File: src/rtl/cve2_pkg.sv
// Shared types for the RVFI trace buffer: record layout, control states and flag bit positions.
package cve2_pkg;

  localparam int unsigned FLAG_TRAP = 0;
  localparam int unsigned FLAG_INTR = 1;
  localparam int unsigned FLAG_LOST = 2;
  localparam int unsigned FLAGS_W   = 3;

  typedef struct packed {
    logic [31:0]        order;
    logic [31:0]        pc;
    logic [31:0]        insn;
    logic [4:0]         rd_addr;
    logic [31:0]        rd_wdata;
    logic [FLAGS_W-1:0] flags;
  } trace_rec_t;

  typedef enum logic [1:0] {
    IDLE,
    RUN,
    FROZEN
  } trace_buf_state_e;

endpackage

File: src/rtl/cve2_trace_fifo.sv
// Generic registered circular FIFO; the head is presented from storage, so a push becomes
// visible on the following cycle. Flush beats push and pop in the same cycle.
module cve2_trace_fifo #(
  parameter int unsigned Depth  = 16,
  parameter int unsigned DATA_W = 8
) (
  input  logic                     clk_i,
  input  logic                     rst_ni,
  input  logic                     flush_i,
  input  logic                     push_i,
  input  logic [DATA_W-1:0]        data_i,
  input  logic                     pop_i,
  output logic                     valid_o,
  output logic [DATA_W-1:0]        data_o,
  output logic [$clog2(Depth):0]   level_o
);

  localparam int unsigned PtrW = $clog2(Depth);
  localparam int unsigned LvlW = PtrW + 1;

  logic [DATA_W-1:0] mem_q [Depth];
  logic [PtrW-1:0]   wr_ptr_q, wr_ptr_d;
  logic [PtrW-1:0]   rd_ptr_q, rd_ptr_d;
  logic [LvlW-1:0]   level_q, level_d;
  logic              wr_en;

  assign wr_en = push_i & ~flush_i;

  always_comb begin
    wr_ptr_d = wr_ptr_q;
    rd_ptr_d = rd_ptr_q;
    level_d  = level_q;
    if (flush_i) begin
      wr_ptr_d = '0;
      rd_ptr_d = '0;
      level_d  = '0;
    end else begin
      if (push_i) wr_ptr_d = wr_ptr_q + PtrW'(1);
      if (pop_i)  rd_ptr_d = rd_ptr_q + PtrW'(1);
      case ({push_i, pop_i})
        2'b10:   level_d = level_q + LvlW'(1);
        2'b01:   level_d = level_q - LvlW'(1);
        default: level_d = level_q;
      endcase
    end
  end

  always_ff @(posedge clk_i or negedge rst_ni) begin
    if (!rst_ni) begin
      wr_ptr_q <= '0;
      rd_ptr_q <= '0;
      level_q  <= '0;
    end else begin
      wr_ptr_q <= wr_ptr_d;
      rd_ptr_q <= rd_ptr_d;
      level_q  <= level_d;
    end
  end

  // Storage is not reset; the head is masked while empty so outputs read zero after reset.
  always_ff @(posedge clk_i) begin
    if (wr_en) mem_q[wr_ptr_q] <= data_i;
  end

  assign valid_o = (level_q != '0);
  assign data_o  = valid_o ? mem_q[rd_ptr_q] : '0;
  assign level_o = level_q;

endmodule

File: src/rtl/cve2_rvfi_trace_buffer.sv
// RVFI retirement trace buffer: run/stop FSM, drop accounting and a drained record FIFO.
// Optional freeze-on-trap behaviour is enabled by defining CVE2_TRACE_BUF_FREEZE_ON_TRAP_EN.
module cve2_rvfi_trace_buffer
  import cve2_pkg::*;
#(
  parameter int unsigned Depth        = 16,
  parameter int unsigned DropCntWidth = 16
) (
  input  logic                     clk_i,
  input  logic                     rst_ni,
  input  logic                     trace_en_i,
  input  logic                     clear_i,
  input  logic                     rvfi_valid,
  input  logic [63:0]              rvfi_order,
  input  logic [31:0]              rvfi_insn,
  input  logic                     rvfi_trap,
  input  logic                     rvfi_intr,
  input  logic [31:0]              rvfi_pc_rdata,
  input  logic [4:0]               rvfi_rd_addr,
  input  logic [31:0]              rvfi_rd_wdata,
  output logic                     trace_valid_o,
  input  logic                     trace_ready_i,
  output logic [31:0]              trace_order_o,
  output logic [31:0]              trace_pc_o,
  output logic [31:0]              trace_insn_o,
  output logic [4:0]               trace_rd_addr_o,
  output logic [31:0]              trace_rd_wdata_o,
  output logic [2:0]               trace_flags_o,
  output logic [$clog2(Depth):0]   level_o,
  output logic [DropCntWidth-1:0]  drop_cnt_o,
  output logic                     frozen_o
);

  localparam int unsigned LvlW = $clog2(Depth) + 1;

  trace_buf_state_e        state_q, state_d;
  logic [DropCntWidth-1:0] drop_cnt_q, drop_cnt_d;
  logic                    lost_pending_q, lost_pending_d;
  logic                    pop, push, drop, capture, has_slot;
  trace_rec_t              push_rec, head_rec;
  logic                    unused_order_hi;

  // A full FIFO still accepts a push when the head leaves in the same cycle.
  assign pop      = trace_valid_o & trace_ready_i;
  assign has_slot = (level_o != LvlW'(Depth)) | pop;
  assign capture  = (state_q == RUN) & rvfi_valid & ~clear_i;
  assign push     = capture & has_slot;
  assign drop     = capture & ~has_slot;

  assign unused_order_hi = ^rvfi_order[63:32];

  always_comb begin
    push_rec                 = '0;
    push_rec.order           = rvfi_order[31:0];
    push_rec.pc              = rvfi_pc_rdata;
    push_rec.insn            = rvfi_insn;
    push_rec.rd_addr         = rvfi_rd_addr;
    push_rec.rd_wdata        = rvfi_rd_wdata;
    push_rec.flags[FLAG_TRAP] = rvfi_trap;
    push_rec.flags[FLAG_INTR] = rvfi_intr;
    push_rec.flags[FLAG_LOST] = lost_pending_q;
  end

  always_comb begin
    state_d        = state_q;
    drop_cnt_d     = drop_cnt_q;
    lost_pending_d = lost_pending_q;
    if (clear_i) begin
      state_d        = IDLE;
      drop_cnt_d     = '0;
      lost_pending_d = 1'b0;
    end else begin
      if (push) lost_pending_d = 1'b0;
      if (drop) begin
        lost_pending_d = 1'b1;
        if (drop_cnt_q != '1) drop_cnt_d = drop_cnt_q + DropCntWidth'(1);
      end
      unique case (state_q)
        IDLE: if (trace_en_i) state_d = RUN;
        RUN: begin
          if (!trace_en_i) state_d = IDLE;
`ifdef CVE2_TRACE_BUF_FREEZE_ON_TRAP_EN
          // A trap freezes capture whether its record was stored or dropped.
          if (rvfi_valid && rvfi_trap) state_d = FROZEN;
`endif
        end
        FROZEN:  state_d = FROZEN;
        default: state_d = IDLE;
      endcase
    end
  end

  always_ff @(posedge clk_i or negedge rst_ni) begin
    if (!rst_ni) begin
      state_q        <= IDLE;
      drop_cnt_q     <= '0;
      lost_pending_q <= 1'b0;
    end else begin
      state_q        <= state_d;
      drop_cnt_q     <= drop_cnt_d;
      lost_pending_q <= lost_pending_d;
    end
  end

  cve2_trace_fifo #(
    .Depth  (Depth),
    .DATA_W ($bits(trace_rec_t))
  ) u_fifo (
    .clk_i   (clk_i),
    .rst_ni  (rst_ni),
    .flush_i (clear_i),
    .push_i  (push),
    .data_i  (push_rec),
    .pop_i   (pop),
    .valid_o (trace_valid_o),
    .data_o  (head_rec),
    .level_o (level_o)
  );

  assign trace_order_o    = head_rec.order;
  assign trace_pc_o       = head_rec.pc;
  assign trace_insn_o     = head_rec.insn;
  assign trace_rd_addr_o  = head_rec.rd_addr;
  assign trace_rd_wdata_o = head_rec.rd_wdata;
  assign trace_flags_o    = head_rec.flags;
  assign drop_cnt_o       = drop_cnt_q;

`ifdef CVE2_TRACE_BUF_FREEZE_ON_TRAP_EN
  assign frozen_o = (state_q == FROZEN);
`else
  assign frozen_o = 1'b0;
`endif

endmodule

File: config.mk
export PLATFORM = sky130hd
export DESIGN_NAME = cve2_rvfi_trace_buffer
export DESIGN_NICKNAME = d
export VERILOG_FILES = /design/src/rtl/cve2_pkg.sv /design/src/rtl/cve2_trace_fifo.sv /design/src/rtl/cve2_rvfi_trace_buffer.sv
export SDC_FILE = /design/constraint.sdc
export NUM_CORES = 2
export LEC_CHECK = 0
export BUFFER_PORTS_ARGS = -buffer_cell sky130_fd_sc_hd__buf_2
export CAP_MARGIN = 5
export CORE_MARGIN = 3
export CORE_UTILIZATION = 45
export DETAILED_ROUTE_END_ITERATION = 10
export SLEW_MARGIN = 20
export SYNTH_ARGS = -nofsm -noshare
export SYNTH_HDL_FRONTEND = slang
export SYNTH_SLANG_ARGS = --single-unit
File: constraint.sdc
create_clock -name clk_i -period 5.6 [get_ports clk_i]
set_input_delay 0 -clock clk_i [delete_from_list [all_inputs] [get_ports clk_i]]
set_output_delay 0 -clock clk_i [all_outputs]
set_load 0.01 [all_outputs]
==> out/summary.txt <==
PLACEMENT
--------------------------------------------------------------------------------
Detailed placement HPWL                                                  94.6 mm
GPL Wtd Cong                                                               0.723
Worst slack at placement                                                 2.26 ns
Count of buffers inserted at the top-level ports                             298

SYNTHESIS
--------------------------------------------------------------------------------
Summed instance area of the synthesized netlist                     0.0839 sq mm
Commonest cells post-synth                                          edfxtp_1 (2176), mux4_2 (543), mux2i_1 (274), o22ai_1 (135), clkbuf_1 (96)
Yosys warning count                                                            0
#FFs+latches synth                                                          2208
Post-synthesis cell type count                                                51
Leading area contributor after synthesis                                edfxtp_1
Count leader, synth                                                     edfxtp_1
Number of nets in the synthesized netlist                                   3712
Leading cell types by total area after synthesis                    edfxtp_1 (78%), mux4_2 (15%), mux2i_1 (3.3%)
Dominant synthesized flop cell                                          edfxtp_1
Mapped Avg Cell Area                                                  23.8 sq um
Number of flops mapped to enable cells by yosys                             2176
Sequential cell area fraction in the yosys report                          78.8%
Share of flip-flops with an asynchronous set or reset                      1.45%
Count of mapped cells out of synthesis                                      3529
Top cell type's share of synthesized area                                  77.9%

FINAL LAYOUT
--------------------------------------------------------------------------------
Fraction of final layout cells sized beyond drive strength 1               29.3%
Count of nets after finishing                                               4273
Total area of multi-input combinational cells                       0.0170 sq mm
Area grow syn2layout                                                       16.2%
Register area                                                       0.0662 sq mm
Number of filler instances in the final layout                             14276

STA
--------------------------------------------------------------------------------
Min Clock Period, post-route                                             3.69 ns
Endpoints failing setup                                                        0
Max-slew headroom                                                          30.1%
Setup slack of the critical path after layout                            1.91 ns
Number of pins exceeding their max-slew limit in the final report              0
Hold slack final                                                       0.0751 ns
Total Neg Setup Slack                                                       0 ns
Highest clock rate                                                       271 MHz
Measured slew at the worst slew-check pin                                1.05 ns
RSZ-0062 raised after global routing                                          no
Part of the cycle the worst path needs                                     65.9%
Clock skew                                                             0.0465 ns
Final Hold Viols                                                               0

RUN
--------------------------------------------------------------------------------
Max Cap Viol                                                                   0

DRT
--------------------------------------------------------------------------------
Number of DRC markers in iteration 0                                        3291
Via Count                                                                  38766
Average via count per standard cell                                         5.74
Count of TritonRoute iterations in the first routing pass                      5
DR DRC count                                                                   0
Routed len/inst                                                     28.8 microns
Sum of routed wire length over all layers                                 194 mm
Routed Antenna Nets                                                            0

DIE
--------------------------------------------------------------------------------
Count of boundary I/O pins                                                   332
Die Area                                                             0.192 sq mm
Core Box Area                                                        0.184 sq mm
DIE HEIGHT                                                           438 microns
Die extent in x                                                      438 microns
Initial standard-cell utilization of the core                              45.5%
Floorplan row count                                                          157

CLOCK TREE
--------------------------------------------------------------------------------
Clock tree sinks                                                            2208
Library cell used as clock root buffer                                 clkbuf_16
Worst-skew pair later-pin latency                                        0.85 ns
CTS Buf Count                                                                219
Clock-pin slew on the worst setup and hold paths                         0.06 ns
H-tree depth reported by CTS                                                   4
Number of buffers on the longest clock path                                    3
Clock tree from TritonCTS                                                    yes
Number of buffers added for setup after CTS                                    0

SETUP PATH
--------------------------------------------------------------------------------
Family with the most delay on the worst path                        simple AND/OR/NAND/NOR gates
Largest driver fanout on the critical path                                    29
Type of element capturing the critical path                          output port
CP bufs+invs                                                                   3
Arrival time at the worst endpoint                                       3.69 ns
Reg-to-reg critical path endpoint                                   u_fifo.mem_q[1][62]
Startpoint Class                                                        register
Largest incremental delay on the critical path                           0.61 ns
Path depth of the worst reg2reg path                                           5
Slowest cell on the critical path                                          or4_4
FF-to-FF Start                                                        state_q[1]
Reg2Reg Setup Slack                                                      2.36 ns
Sequence of cells on the critical path                              or4_4 -> nor2_1 -> inv_1 -> nand2_4 -> buf_4 -> o21ai_0 -> buf_2
Setup Crit Path Kind                                                register to output port
Required time of the worst setup path                                    5.60 ns

HOLD PATH
--------------------------------------------------------------------------------
Class of the tightest hold or removal check                         input pin to register
Worst Hold Path Cells                                                          2
Beginning of the worst hold path                                    rvfi_order[1]
Worst hold endpoint                                                 u_fifo.mem_q[12][105]

PWR
--------------------------------------------------------------------------------
Worst IR Drop VDD                                                       0.510 mV
Static leakage power                                                     31.4 nW
Overall power of the completed layout                                    39.9 mW
Total power density per cell area                                    409 mW/mm^2

GLOBAL ROUTE
--------------------------------------------------------------------------------
GRT overflow                                                                   0
Number of global-route vias before repair                                  40431
Maximum number of pins on one net before global-route repair                 126
Wire length of the first global-routing pass                              283 mm
Antenna violations before repair                                              24
Global Route Usage Sum                                                     20.3%

STATUS
--------------------------------------------------------------------------------
Run status                                                             completed

[kinds of logic (layout without fill, tap and decap cells)]
logic type | count (synthesis) | after routing | synth area share [%]
fa+ha+maj | 10 | 10 | 0.158
mux | 820 | 820 | 17.9
simple gates | 108 | 108 | 0.697
xor+xnor | 21 | 21 | 0.219
flops | 2208 | 2208 | 78.8
buf+inv | 201 | 945 | 0.993
compound gates | 160 | 160 | 1.19
other cells | 1 | 13 | 0.00447
[sequential cells by signal, indices dropped and copies added (netlist names)]
signal,cells
state_q,2
u_fifo.level_o,5
drop_cnt_o,16
u_fifo.rd_ptr_q,4
u_fifo.wr_ptr_q,4
u_fifo.mem_q,2176
lost_pending_q,1
[power by group]
part           internal [mW]  total [mW]  switching (mW)
clock                   8.01        14.2            6.16
combinational           3.46        7.36            3.90
sequential              18.2        18.3           0.143
[stage by stage]
| step | std cells | area, sq um | utilization (%) |
|---|---|---|---|
| 2_1_floorplan | 3529 | 83900 | - |
| 3_3_place_gp | 6172 | 88800 | 48.2 |
| 3_5_place_dp | 6172 | 88800 | 48.2 |
| 4_1_cts | 6735 | 97400 | 52.8 |
| 5_1_grt | 6738 | 97400 | 52.9 |
| 6_report | 6749 | 97400 | 52.9 |
[layout by cell type (no fill, tap or decap), types with 5 or more instances in the layout]
cell type,n
a21oi_1,5
and2_4,12
buf_12,43
buf_2,298
buf_4,34
bufinv_16,17
clkbuf_1,50
clkbuf_16,220
clkinv_1,51
clkinv_16,5
clkinv_2,49
dfrtp_1,29
diode_2,12
dlygate4sd3_1,158
edfxtp_1,2176
ha_1,9
inv_1,6
mux2i_1,274
mux4_2,543
nand2_1,15
nand3_1,6
nand4_1,6
nor2_1,28
nor3_1,11
nor4_1,6
o21ai_0,9
o22ai_1,135
xnor2_1,17
[final cells by class]
class | count | area share (%)
multi-input cells | 1120 | 17.4
repair buffers | 534 | 4.33
clock inverters | 134 | 1.29
well taps | 2464 | 3.16
clock buffers | 270 | 5.84
flip-flops and latches | 2208 | 67.9
diodes | 12 | 0.0308
inverters | 7 | 0.0347
[layer usage]
metal / up-vias / wire, microns / track usage [%]
met5: - / 13 / 0
met4: 2 / 3700 / 4.62
met3: 256 / 9520 / 3.18
met2: 1040 / 98400 / 34.0
met1: 21154 / 82400 / 28.3
li1: 16314 / - / -
[worst max-delay path by stage]
| stage | from | to | slack, ns | cells after the start |
|---|---|---|---|---|
| after floorplan | u_fifo.level_o[0] | u_fifo.mem_q[4][0] | 0.63 | 7 |
| after global routing | u_fifo.level_o[0] | trace_order_o[30] | 1.70 | 7 |
| final | u_fifo.level_o[0] | trace_order_o[30] | 1.91 | 7 |
| after global placement | clear_i | u_fifo.mem_q[4][43] | 2.28 | 7 |
| after CTS | u_fifo.level_o[0] | trace_order_o[30] | 1.75 | 7 |
| after detailed placement | clear_i | u_fifo.mem_q[4][43] | 2.26 | 7 |
[what timing repair did]
action | 4_1_cts | 5_1_grt
setup endpoints to repair | 0 | 0
resized for setup | 0 | 0
endpoints found under the hold margin | 2224 | 0
hold buffers | 159 | 0
(Power assumes the default switching activity.)
